**src/rtl/serial_adder.sv**
```systemverilog
// serial_adder: multi-cycle adder that processes DIGIT bits per clock.
//
// Two WIDTH-bit operands and a carry-in are captured on an accepted start
// pulse. The adder then resolves them digit by digit, least significant digit
// first, keeping a single carry flop between digits. After N = WIDTH/DIGIT
// RUN cycles the sum, carry-out and signed overflow registers update and
// done pulses for one cycle.
//
// Optional build macro SERIAL_ADDER_SUB_EN adds a 'sub' input. When sub=1 the
// unit computes a - b - cin (cin is a borrow-in, cout is NOT borrow-out).
//
// Ports:
//   clk       rising-edge clock
//   rst       synchronous active-high reset (clears control and datapath)
//   start     request, honoured only in IDLE or DONE
//   a, b      operands, captured when start is accepted
//   cin       carry-in (borrow-in when subtracting), captured with operands
//   sub       (SERIAL_ADDER_SUB_EN only) 1 = subtract, captured with operands
//   busy      high while digits are being processed
//   done      one-cycle pulse when sum/cout/overflow update
//   sum       registered result, modulo 2^WIDTH
//   cout      registered carry out of bit WIDTH-1
//   overflow  registered signed overflow
module serial_adder #(
  parameter int WIDTH = 8,
  parameter int DIGIT = 1
) (
  input  logic             clk,
  input  logic             rst,
  input  logic             start,
  input  logic [WIDTH-1:0] a,
  input  logic [WIDTH-1:0] b,
  input  logic             cin,
`ifdef SERIAL_ADDER_SUB_EN
  input  logic             sub,
`endif
  output logic             busy,
  output logic             done,
  output logic [WIDTH-1:0] sum,
  output logic             cout,
  output logic             overflow
);

  localparam int N     = WIDTH / DIGIT;
  localparam int CNT_W = (N > 1) ? $clog2(N) : 1;

  generate
    if (WIDTH < 2 || DIGIT < 1 || (WIDTH % DIGIT) != 0) begin : g_bad_param
      $error("serial_adder: WIDTH must be >= 2 and divisible by DIGIT");
    end
  endgenerate

  typedef enum logic [1:0] {
    IDLE = 2'd0,
    RUN  = 2'd1,
    DONE = 2'd2
  } state_t;

  state_t             state;
  state_t             state_nxt;

  logic [WIDTH-1:0]   a_sh;
  logic [WIDTH-1:0]   b_sh;
  logic [WIDTH-1:0]   sum_sh;
  logic               carry;
  logic [CNT_W-1:0]   cnt;

  logic               sub_op;
  logic               accept;
  logic               last;
  logic [DIGIT:0]     d_res;
  logic [WIDTH-1:0]   sum_next;
  logic               msb_cin;

`ifdef SERIAL_ADDER_SUB_EN
  assign sub_op = sub;
`else
  assign sub_op = 1'b0;
`endif

  // One digit of addition: DIGIT-bit operands plus carry, DIGIT+1-bit result.
  function automatic logic [DIGIT:0] digit_add(input logic [DIGIT-1:0] x,
                                               input logic [DIGIT-1:0] y,
                                               input logic             c);
    return {1'b0, x} + {1'b0, y} + {{DIGIT{1'b0}}, c};
  endfunction

  assign accept = start && (state == IDLE || state == DONE);
  assign last   = (cnt == CNT_W'(N - 1));
  assign d_res  = digit_add(a_sh[DIGIT-1:0], b_sh[DIGIT-1:0], carry);

  // New digit enters at the top; after N shifts the register holds the full
  // sum with the first digit at the bottom.
  assign sum_next = (sum_sh >> DIGIT) |
                    (WIDTH'(d_res[DIGIT-1:0]) << (WIDTH - DIGIT));

  // On the last digit, bit DIGIT-1 of the digit is the operand MSB, so the
  // carry into it is recovered as a ^ b ^ sum at that bit position.
  assign msb_cin = a_sh[DIGIT-1] ^ b_sh[DIGIT-1] ^ d_res[DIGIT-1];

  always_ff @(posedge clk) begin
    if (rst) begin
      state <= IDLE;
    end else begin
      state <= state_nxt;
    end
  end

  always_comb begin
    state_nxt = state;
    busy      = 1'b0;
    done      = 1'b0;
    case (state)
      IDLE: begin
        if (start) state_nxt = RUN;
      end
      RUN: begin
        busy = 1'b1;
        if (last) state_nxt = DONE;
      end
      DONE: begin
        done      = 1'b1;
        state_nxt = start ? RUN : IDLE;
      end
      default: state_nxt = IDLE;
    endcase
  end

  // Subtraction is folded in at capture time: a - b - borrow equals
  // a + ~b + ~borrow, so the serial datapath itself only ever adds.
  always_ff @(posedge clk) begin
    if (rst) begin
      a_sh     <= '0;
      b_sh     <= '0;
      sum_sh   <= '0;
      carry    <= 1'b0;
      cnt      <= '0;
      sum      <= '0;
      cout     <= 1'b0;
      overflow <= 1'b0;
    end else if (accept) begin
      a_sh   <= a;
      b_sh   <= sub_op ? ~b : b;
      carry  <= sub_op ? ~cin : cin;
      sum_sh <= '0;
      cnt    <= '0;
    end else if (state == RUN) begin
      a_sh   <= a_sh >> DIGIT;
      b_sh   <= b_sh >> DIGIT;
      sum_sh <= sum_next;
      carry  <= d_res[DIGIT];
      cnt    <= cnt + CNT_W'(1);
      if (last) begin
        sum      <= sum_next;
        cout     <= d_res[DIGIT];
        overflow <= msb_cin ^ d_res[DIGIT];
      end
    end
  end

endmodule

```
**config.mk**
```make
export PLATFORM = sky130hd
export DESIGN_NAME = serial_adder
export DESIGN_NICKNAME = d
export VERILOG_FILES = /design/src/rtl/serial_adder.sv
export SDC_FILE = /design/constraint.sdc
export NUM_CORES = 1
export LEC_CHECK = 0
export CAP_MARGIN = 10
export CORE_MARGIN = 2
export CORE_UTILIZATION = 50
export DETAILED_ROUTE_END_ITERATION = 7
export PLACE_DENSITY = 0.82
export SYNTH_ARGS = -nofsm -noshare
export SYNTH_HDL_FRONTEND = slang
export SYNTH_SLANG_ARGS = --single-unit
```
**constraint.sdc**
```tcl
create_clock -name clk -period 2 [get_ports clk]
set_input_delay 0.3 -clock clk [delete_from_list [all_inputs] [get_ports clk]]
set_output_delay 0.3 -clock clk [all_outputs]
set_load 0.05 [all_outputs]
```
Word-level counts from Yosys, hierarchy flattened
Cells that the tools add are included.

Register bits: 40. Input port bits: 20. Output and inout port bits: 12. Word-level logic and storage cells: 41.

Add/subtract/negate cells: 3. Equality and inequality tests: 5. Mux-type cells: 12. Bitwise operators: 5. Reduce and logical (&&, ||, !) cells: 7.

Operators with widths (number): 8-bit two-way mux (4); 7-bit by 8-bit OR with 8-bit output (1); 2-bit case mux with 3 select lines (1); 1-bit two-way mux (5); 2-bit two-way mux (2); 2-bit != test, second input constant (2); 3-bit by 1-bit adder with 3-bit output, second input constant (1); 3-bit equality test, second input constant (1); 3-bit AND reduction (1); 1-bit XOR (3); 1-bit by 1-bit adder with 2-bit output (1); 2-bit by 1-bit adder with 2-bit output (1); 2-bit by 1-bit equality test with 1-bit output, second input constant (1); 2-bit equality test, second input constant (1); 2-bit zero test (1); 2-bit AND reduction (1); 2-bit nonzero test (1); 2-bit OR reduction (1); 1-bit logical AND (1); 1-bit logical OR (1); 1-bit inverter (1).

Logic depth before layout (Yosys ltp)
Depth in word-level cells: 5. Mapped depth: 6. Depth with buffers taken out: 5.

Worst setup path before layout
Ideal clock, no wire load.

Path type: register to register. Start point: register a_sh[0]. End point: register overflow. Setup time: 0.086 ns. Arrival: 1.326 ns. Required time: 1.914 ns. Path slack: 0.589 ns. Stages on the path, launching flop included: 5. Buffers on the path: 0. Period minus slack after synthesis: 1.411 ns. Cell sequence: dfxtp_1 > fa_1 > xnor2_1 > xnor2_1 > a211oi_1.

Word-level cells in the longest chain between the ends: 4. Elaborated cells on any way between the ends: 5. Those cells by class: 2 x add/sub; 3 x bitwise.

Ends and longest elaborated chain: from (decl) (line 62) `logic [WIDTH-1:0] a_sh;`; from (signal assigned) (line 148) `a_sh <= a_sh >> DIGIT;`; 1-bit by 1-bit adder with 2-bit output (line 85) `return {1'b0, x} + {1'b0, y} + {{DIGIT{1'b0}}, c};`; 2-bit by 1-bit adder with 2-bit output (line 85); net d_res[0] (line 71) `logic [DIGIT:0] d_res;`; 1-bit XOR (line 99) `assign msb_cin = a_sh[DIGIT-1] ^ b_sh[DIGIT-1] ^ d_res[DIGIT-1];`; 1-bit XOR (line 156) `overflow <= msb_cin ^ d_res[DIGIT];`; to (signal assigned) (line 156); to (decl) (line 41) `output logic overflow`.

The timed path passes the listed nets, and every way through them passes these cells. A chain may end at the register's enable or synchronous reset.

Final worst setup path
Start point: register sum[1]. End point: output sum[1].

RTL lines: from (decl) (line 39) `output logic [WIDTH-1:0] sum,`; from (signal assigned) (line 154) `sum <= sum_next;`.

No word-level cell between the ends.

==> metrics.md <==
| Metric | Value |
|---|---|
| Die H | `between 50 and 60 microns` |
| Pwr/cell area | `745 mW/mm^2` |
| Lkg Pwr | `between 0.6 and 0.7 nW` |
| Reg2reg start | `a_sh[0]` |
| Row count | `20` |
| Initial core utilization | `51.7%` |
| CP max stage cell | `clkdlybuf4s50_1` |
| Cell taking the most area after synthesis | `dfxtp_1` |
| Worst-path cell chain | `clkdlybuf4s50_1` |
| Synth top area share | `49.8%` |
| Status | `finished clean` |
| Antenna violations before repair | `0` |
| Worst Setup EP | `sum[1]` |
| Slowest stage delay, CP | `0.82 ns` |
| Routed length per placed instance | `about 13 microns` |
| Final worst slack | `~0.17 ns` |
| FF-to-FF End | `overflow` |
| Max FO, Critical Path | `2` |
| Avg Cell Area, Syn | `between 8 and 9 sq um` |
| Largest net degree at the start of global routing | `29` |
| Final wirelength | `3240 microns` |
| Filler Cell Count | `approximately 260` |
| Max Cap Viol | `0` |
| FF-to-FF path depth | `4` |
| Setup_tns | `0 ns` |
| F_max | `between 0.5 and 0.6 GHz` |
| Core area | `a little over 0.003 sq mm` |
| Die Wd | `around 60 microns` |
| Kind of cell adding the most delay to the critical path | `buffers and inverters` |
| Grt total ovfl | `0` |
| CP Class | `register to primary output` |
| Syn Std Cell Area | `0.00157 sq mm` |
| Routability cong. | `0.746` |
| Final Skew | `between 0.01 and 0.015 ns` |
| Post-cts hold buffer count | `0` |
| H-tree Lvls | `2` |
| Number of global-route vias before repair | `1,249` |
| Worst skew pair latency | `0.35 ns` |
| Register area share after synthesis | `about half` |
| Min Tclk post-route | `1.83 ns` |
| Postcts setup bufs | `0` |
| CTS tree | `yes` |
| CTS Buf Count | `5` |
| Tcrit/Tclk final | `91.7%` |
| Remaining DRCs | `0` |
| Critical path arrival | `~1.5 ns` |
| Post_cts resized | `1` |
| Synth-to-Final Area Change | `24.0%` |
| CP required | `1.70 ns` |
| Reg2Reg Setup Slack | `0.49 ns` |
| Clock buffer depth | `2` |
| Critical Path Start | `sum[1]` |
| Syn. warnings | `0` |
| Drt first pass iters | `4` |
| Layout cells sized above 1 | `7.55%` |
| Count of final hold-check violations | `0` |
| Levels on crit path | `1` |
| Total track usage | `between 15 and 20%` |
| Final net count | `234` |
| Power, Total | `1.45 mW` |
| Final setup vio count | `0` |
| RSZ-0062 raised after global routing | `false` |
| Routed vias | `between 1,000 and 1,500` |
| Top cells by area, synth | `dfxtp_1 (50%), nand2_1 (11%), a21oi_1 (6.7%)` |
| Slew Limit Fails | `0` |
| Critical Path End Type | `primary output` |
| CTS sink cnt | `39` |
| Vias per cell | `5.21` |
| Maximum VDD drop | `0.495 mV` |
| Hold WC Path Type | `register to register` |
| Max-slew headroom | `65.5%` |
| WP buf/inv | `1` |
| First-pass GRT wire length | `between 5000 and 6000 microns` |
| Synth Register Bits | `39` |
| CP startpoint kind | `register` |
| 1st-iter DRT viols | `between 40 and 50` |
| Cells after synthesis | `roughly 180` |
| Pre-CTS setup slack | `around 0.36 ns` |
| Antenna diodes | `0` |
| CTS root buf | `clkbuf_4` |
| Detail Route Antenna Nets | `0` |
| Worst-Margin Slew | `just over 0.5 ns` |
| Port Buffers | `31` |
| Ports | `32` |
| Library cells used by synthesis | `27` |
| Total die area | `0.00360 sq mm` |
| Dpl hpwl | `~2400 microns` |
| Syn_nets | `204` |
| CTS clk-pin slew, worst paths | `0.13 ns` |
metal layers:
layer	global-route usage [%]	wire [microns]	vias to the layer above
met3	5.19	136	5
met1	22.4	1370	615
met2	33.7	1690	36
li1	-	-	679
met4	7.94	43	0
met5	0	0	-
how the worst min path moves through the flow:
stage | start | cells past startpoint | slack, ns | to
floorplan | sum_sh[1] | 2 | 0.43 | sum[0]
global placement | sum_sh[1] | 2 | 0.44 | sum[0]
detailed placement | sum[3] | 2 | 0.45 | sum[3]
CTS | sum[3] | 2 | 0.47 | sum[3]
global route | sum_sh[2] | 2 | 0.49 | sum_sh[2]
finish | sum[3] | 2 | 0.46 | sum[3]
report_power, final:
group	switching [mW]	total (mW)	internal [mW]
Clock	0.261	0.396	0.134
Sequential	0.0229	0.835	0.812
Combinational	0.111	0.217	0.106
logic make-up (layout without fill, tap and decap cells):
group	Yosys count	in the layout	synth area share, %
mux	2	2	1.28
fa+ha+maj	3	3	2.88
buf+inv	14	45	6.55
simple gates	81	81	22.5
compound gates	38	38	14.7
xor+xnor	4	4	2.24
flops	39	39	49.8
state kept, by name, indices dropped and copies added, names as in the netlist:
name      cells
a_sh          8
cnt           3
state         2
cout          1
sum           8
b_sh          8
carry         1
sum_sh        7
overflow      1
per-stage QoR:
stage / util [%] / instances / instance area (sq um) / hold WS [ns]
after detailed placement: 62.3 / 248 / 1890 / 0.452
after global routing: 64.1 / 256 / 1940 / 0.490
after floorplan: - / 181 / 1570 / 0.432
after CTS: 64.1 / 256 / 1940 / 0.469
after global placement: 62.3 / 248 / 1890 / 0.443
final: 64.1 / 256 / 1940 / 0.464
synth_stat cells:
cell and instances:
a211oi_1 1, nand2b_1 2, buf_2 3, a311oi_1 5, o22ai_1 7, buf_1 1, nand2b_2 1, and2b_1 1
ha_1 2, fa_1 1, buf_4 3, nor3_1 16, buf_6 4, nor2_1 9, nor2b_1 1, mux2i_1 2
nand2_1 46, a22oi_1 3, and3b_1 1, clkbuf_1 2, nand3b_1 1, xnor2_1 4, o21a_1 1, a21oi_1 21
dfxtp_1 39, nand3_1 3, inv_6 1
final cells by class:
cell class | count | area (sq um) | area share [%]
clock inverter | 3 | 20.0 | 1.03
timing repair buffer | 36 | 357 | 18.4
multi-input combinational | 128 | 683 | 35.2
tap | 44 | 55.1 | 2.84
clock buffer | 5 | 37.5 | 1.93
inverter | 1 | 8.76 | 0.451
sequential | 39 | 781 | 40.2
cells in the final DEF, fill, tap and decap left out, drive strengths merged, types with 5 or more instances in the layout:
cell type / count
nand2: 46
nor3: 16
a21oi: 21
o22ai: 7
clkbuf: 5
dfxtp: 39
nor2: 9
buf: 6
clkdlybuf4s50: 29
a311oi: 5
Note: power is estimated with default switching activity, not from simulation.
